`config.mk`:
```
export PLATFORM = sky130hd
export DESIGN_NAME = tsi_sync_debounce
export DESIGN_NICKNAME = d
export VERILOG_FILES = /design/src/rtl/tsi_pkg.sv /design/src/rtl/tsi_debounce_ch.sv /design/src/rtl/tsi_sync_debounce.sv
export SDC_FILE = /design/constraint.sdc
export NUM_CORES = 1
export LEC_CHECK = 0
export CORE_UTILIZATION = 59
export CTS_BUF_LIST = sky130_fd_sc_hd__clkbuf_8 sky130_fd_sc_hd__clkbuf_16
export DETAILED_ROUTE_END_ITERATION = 16
export PLACE_DENSITY_LB_ADDON = 0.08
export SLEW_MARGIN = 10
export SYNTH_ARGS = -nofsm -noshare
export SYNTH_HDL_FRONTEND = slang
export SYNTH_HIERARCHICAL = 1
export SYNTH_SLANG_ARGS = --single-unit
```
`constraint.sdc`:
```
create_clock -name i_clk -period 2.78 [get_ports i_clk]
set_input_delay 0.556 -clock i_clk [delete_from_list [all_inputs] [get_ports i_clk]]
set_output_delay 0.556 -clock i_clk [all_outputs]
set_load 0.005 [all_outputs]
```
`src/rtl/tsi_pkg.sv`:
```
// tsi_pkg: default sizing, switch channel map and helpers shared by tsi_sync_debounce
package tsi_pkg;
  localparam int TSI_N_SW        = 7;
  localparam int TSI_N_LED       = 16;
  localparam int TSI_SYNC_STAGES = 2;
  localparam int TSI_DB_CYCLES   = 1000000;
  localparam int BAUD_LSB  = 0;
  localparam int BAUD_MSB  = 3;
  localparam int EIGHT_IDX = 4;
  localparam int PEN_IDX   = 5;
  localparam int OHEL_IDX  = 6;
  function automatic logic maj3(input logic [2:0] v);
    return (v[0] & v[1]) | (v[0] & v[2]) | (v[1] & v[2]);
  endfunction
endpackage

```
`src/rtl/tsi_debounce_ch.sv`:
```
// tsi_debounce_ch: one switch channel - synchroniser, stability counter, debounced bit and change pulse
module tsi_debounce_ch
  import tsi_pkg::*;
#(
  parameter int SYNC_STAGES = TSI_SYNC_STAGES,
  parameter int DB_CYCLES   = TSI_DB_CYCLES
) (
  input  logic i_clk,
  input  logic i_rst,
  input  logic i_sw,
  input  logic i_vld,
  output logic o_sw,
  output logic o_sw_chg
);
  localparam int CW = $clog2(DB_CYCLES);
  logic [SYNC_STAGES-1:0] sync_q, sync_d;
  logic [CW-1:0] cnt_q, cnt_d;
  logic sw_q, sw_d, chg_q, chg_d, diff, take;
  // count consecutive mismatches against the debounced bit; accept on the DB_CYCLES-th
  always_comb begin
    sync_d = {sync_q[SYNC_STAGES-2:0], i_sw};
    diff   = sync_q[SYNC_STAGES-1] ^ sw_q;
    take   = diff && (cnt_q == CW'(DB_CYCLES - 1));
    cnt_d  = (diff && !take) ? cnt_q + 1'b1 : '0;
    sw_d   = take ? sync_q[SYNC_STAGES-1] : sw_q;
    chg_d  = take & i_vld;
  end
  // channel state; synchroniser and debounced bit reset low
  always_ff @(posedge i_clk) begin
    if (!i_rst) begin
      sync_q <= '0;
      cnt_q  <= '0;
      sw_q   <= 1'b0;
      chg_q  <= 1'b0;
    end else begin
      sync_q <= sync_d;
      cnt_q  <= cnt_d;
      sw_q   <= sw_d;
      chg_q  <= chg_d;
    end
  end
  assign o_sw     = sw_q;
  assign o_sw_chg = chg_q;
endmodule

```
`src/rtl/tsi_sync_debounce.sv`:
```
// tsi_sync_debounce: pad conditioning - switch debounce, RX sync (TSI_RX_FILTER_EN adds a 3-tap majority filter), TX/LED registers
module tsi_sync_debounce
  import tsi_pkg::*;
#(
  parameter int N_SW        = TSI_N_SW,
  parameter int N_LED       = TSI_N_LED,
  parameter int SYNC_STAGES = TSI_SYNC_STAGES,
  parameter int DB_CYCLES   = TSI_DB_CYCLES
) (
  input  logic             i_clk,
  input  logic             i_rst,
  input  logic [N_SW-1:0]  i_sw,
  input  logic             i_rx,
  input  logic             i_tx,
  input  logic [N_LED-1:0] i_led,
  output logic [N_SW-1:0]  o_sw,
  output logic [N_SW-1:0]  o_sw_chg,
  output logic             o_rx,
  output logic             o_tx,
  output logic [N_LED-1:0] o_led,
  output logic             o_cfg_vld
);
  localparam int SCW = $clog2(SYNC_STAGES + DB_CYCLES);
  logic [SCW-1:0] st_q, st_d;
  logic vld_q, vld_d, tx_q, tx_d;
  logic [SYNC_STAGES-1:0] rx_sync_q, rx_sync_d;
  logic [N_LED-1:0] led_q, led_d;
  for (genvar i = 0; i < N_SW; i++) begin : g_ch
    tsi_debounce_ch #(
      .SYNC_STAGES(SYNC_STAGES),
      .DB_CYCLES  (DB_CYCLES)
    ) u_ch (
      .i_clk   (i_clk),
      .i_rst   (i_rst),
      .i_sw    (i_sw[i]),
      .i_vld   (vld_q),
      .o_sw    (o_sw[i]),
      .o_sw_chg(o_sw_chg[i])
    );
  end
  // startup window: valid flag rises on the edge the first switch values can land, then holds
  always_comb begin
    st_d      = vld_q ? st_q : st_q + 1'b1;
    vld_d     = vld_q | (st_q == SCW'(SYNC_STAGES + DB_CYCLES - 1));
    rx_sync_d = {rx_sync_q[SYNC_STAGES-2:0], i_rx};
    tx_d      = i_tx;
    led_d     = i_led;
  end
  // top-level state; RX line idles high
  always_ff @(posedge i_clk) begin
    if (!i_rst) begin
      st_q      <= '0;
      vld_q     <= 1'b0;
      rx_sync_q <= '1;
      tx_q      <= 1'b1;
      led_q     <= '0;
    end else begin
      st_q      <= st_d;
      vld_q     <= vld_d;
      rx_sync_q <= rx_sync_d;
      tx_q      <= tx_d;
      led_q     <= led_d;
    end
  end
`ifdef TSI_RX_FILTER_EN
  logic [2:0] hist_q, hist_d;
  logic rx_q, rx_d;
  // three-sample history voted by majority so a single-cycle glitch never reaches o_rx
  always_comb begin
    hist_d = {hist_q[1:0], rx_sync_q[SYNC_STAGES-1]};
    rx_d   = maj3(hist_q);
  end
  // filter state resets to idle
  always_ff @(posedge i_clk) begin
    if (!i_rst) begin
      hist_q <= '1;
      rx_q   <= 1'b1;
    end else begin
      hist_q <= hist_d;
      rx_q   <= rx_d;
    end
  end
  assign o_rx = rx_q;
`else
  assign o_rx = rx_sync_q[SYNC_STAGES-1];
`endif
  assign o_tx      = tx_q;
  assign o_led     = led_q;
  assign o_cfg_vld = vld_q;
endmodule
```
==> impl_metrics.env <==
export IMPL_status="completed"
export IMPL_worstSetupStartpointType="register"
export IMPL_synth_fp_nets=1035
export IMPL_final_cells=1258
export IMPL_hpwl_mm=10.9
export IMPL_cts_sinks=208
export IMPL_root_buffer="clkbuf_16"
export IMPL_dr_pass1_iters=5
export IMPL_start_util_pct=60.6
export IMPL_synthXorXnorAreaFrac_pct=9.35
export IMPL_io_pins=60
export IMPL_synth_top_family_by_area="simple AND/OR/NAND/NOR gates"
export IMPL_drc_errors=0
export IMPL_endpoint_kind="register"
export IMPL_vias=7037
export IMPL_wl_met3_um=690
export IMPL_maxCapViolCount=0
export IMPL_synth_area_um2=8810
export IMPL_p_per_area_nw_per_um2=580
export IMPL_rsz0062_at_grt="no"
export IMPL_crit_chain="ha_1, nand3_1, or4_1, or4_1, a21oi_1"
export IMPL_seq_area_frac_synth_pct=47.3
export IMPL_final_nets=1096
export IMPL_rows=44
export IMPL_async_flop_share_pct=0
export IMPL_place_congestion=0.817
export IMPL_grt_usage_pct=21.3
export IMPL_critPathArrivalTime_ns=2.55
export IMPL_ys_ff_latch=208
export IMPL_dieHeight_um=124
export IMPL_drt_antenna_violating_nets=0
export IMPL_cts_buffers=22
export IMPL_synthSimpleGateAreaFrac_pct=30.3
export IMPL_dieArea_um2=15400
export IMPL_route_met2_wl_mm=7.53
export IMPL_cp_common_cell="or4_1"
export IMPL_cts_tree="done"
export IMPL_synth_fa_ha_area_share_pct=1.28
export IMPL_topRoutingLayerUsed="met4"
export IMPL_min_delay_start="rx_sync_q[0]"
export IMPL_drt_iter0_drc=335
export IMPL_postCtsSetupBuffers=0
export IMPL_syn_to_final_growth_pct=16.7
export IMPL_grt_pass1_wl_mm=27.1
export IMPL_synth_cells=999
export IMPL_place_area_um2=9570
export IMPL_slew_violations=0
export IMPL_synth_compound_area_share_pct=8.52
export IMPL_wl_per_cell_um=12.9
export IMPL_post_cts_resized=0
export IMPL_synth_edf_count=0
export IMPL_synth_mux_area_share_pct=0
export IMPL_ys_types=38
export IMPL_die_width_um=124
export IMPL_path_clk_slew_ns=0.06
export IMPL_slowest_delay_ns=0.60
export IMPL_mostFrequentLayoutCells="dfxtp_1 (208), nor2_1 (103), nand3_1 (68)"
export IMPL_fin_area_um2=10300
export IMPL_yosys_warnings=6
export IMPL_clk_latency_ns=0.50
export IMPL_ys_flop_type="dfxtp_1"
export IMPL_ir_drop_mv=0.517
export IMPL_clock_path_buffers=3
export IMPL_grt_max_degree=36
export IMPL_slowest_stage="or4_1"
export IMPL_criticalPathCategory="register to register"
export IMPL_met1Wirelength_mm=7.53
export IMPL_dp_cells=1220
export IMPL_cts_max_level=1
export IMPL_finalCritPeriodShare_pct=76.6
export IMPL_layout_min_cycle_time_ns=2.13
export IMPL_wl_mm=16.2
export IMPL_fp_coreArea_um2=14500
export IMPL_worstMarginPinSlew_ns=0.560
export IMPL_fmax_mhz=469
export IMPL_hold_viol=0
export IMPL_worstPathRequired_ns=3.20
export IMPL_power_mw=5.96
export IMPL_hp_class="register to register"
export IMPL_leakage_nw=3.27
export IMPL_max_slew_margin_rel_pct=62.6
export IMPL_layout_drive_gt1_share_pct=6.98
export IMPL_grt_antenna_before_repair=0
export IMPL_overflow=0
export IMPL_cts_hold_buf=0
export IMPL_port_buffers=59
export IMPL_post_drt_via_cell_ratio=5.59
export IMPL_r2r_start="g_ch[4].u_ch/cnt_q[0]"
export IMPL_path_max_fanout=7
export IMPL_setup_viol_count_final=0
export IMPL_syn_area_per_cell_um2=8.82
export IMPL_final_common_cell="dfxtp_1"
export IMPL_tns_ns=0
export IMPL_skew_ns=0.00801
export IMPL_grt_pass1_vias=6241
export IMPL_antenna_cells=0
export IMPL_crit_start="g_ch[4].u_ch/cnt_q[0]"
-- final timing paths --
path         cells after the start  slack [ns]                endpoint
max                              5        0.65  g_ch[4].u_ch/cnt_q[18]
min                              1        0.41            rx_sync_q[1]
max reg2reg                      5        0.65  g_ch[4].u_ch/cnt_q[18]
min reg2reg                      1        0.41            rx_sync_q[1]
-- logic make-up (layout without fill, tap and decap cells) --
logic type / Yosys count / in the layout
and+or+nand+nor: 477 / 477
DFF: 208 / 208
xor gates and xnor gates: 94 / 94
AOI/OAI and AO/OA: 138 / 138
adders and majority gates: 9 / 9
buffers and inverters: 73 / 148
-- through the flow --
step / util, % / hold slack (ns) / worst slack, ns
after detailed placement: 65.9 / 0.396 / 0.682
after global placement: 65.9 / 0.388 / 0.752
after CTS: 70.7 / 0.409 / 0.646
after floorplan: - / 0.386 / 0.831
after global routing: 70.7 / 0.438 / 0.454
final: 70.7 / 0.410 / 0.650
-- report_power, final --
group          switching [mW]  internal, mW  total, mW
clock                    1.13          1.66       2.79
sequential             0.0150          3.01       3.03
combinational          0.0547        0.0828      0.138
-- cell usage after synthesis (8+ instances only) --
cell type,instances,area share [%]
nor2_1,103,4.4
and3_2,8,0.68
nor4_1,10,0.71
nor2b_1,8,0.57
or4_1,31,2.6
nor4b_1,16,1.6
o21ai_0,55,3.1
o31ai_1,16,1.4
inv_1,39,1.7
a21oi_1,59,3.4
and2_1,38,2.7
and3_1,14,0.99
xnor2_1,54,5.4
buf_2,8,0.45
clkbuf_1,25,1.1
nand4_1,31,2.2
ha_1,9,1.3
or3_1,47,3.3
xor2_1,40,4.0
nor3_1,21,1.2
dfxtp_1,208,47
nand2_1,49,2.1
nand3_1,68,3.9
-- critical path, delay by kind of cell, from the launching register on --
kind            cells  cell delay, ns
flops               1            0.40
compound gates      1            0.17
fa+ha+maj           1            0.27
simple gates        3            1.22
-- final cells by class --
class                      count  area (µm²)
sequential                   208        4160
tap                          184         230
inverter                      39         146
fill                        1180        4260
clock inverter                12        85.1
timing repair buffer          71         676
clock buffer                  26         617
multi-input combinational    718        4360
-- metal layers --
| layer | track usage, % | up-vias |
|---|---|---|
| li1 | - | 3625 |
| met1 | 25.9 | 3263 |
| met2 | 37.1 | 112 |
| met3 | 4.35 | 37 |
| met4 | 7.14 | 0 |
| met5 | 0 | - |
-- sequential cells by signal (all words and copies together), names as in the netlist --
| name | cells |
|---|---|
| g_ch.u_ch/o_sw_chg | 7 |
| g_ch.u_ch/cnt_q | 140 |
| rx_sync_q | 2 |
| o_led | 16 |
| g_ch.u_ch/o_sw | 7 |
| st_q | 20 |
| g_ch.u_ch/sync_q | 14 |
| o_tx | 1 |
| o_cfg_vld | 1 |
(Power assumes the default switching activity.)
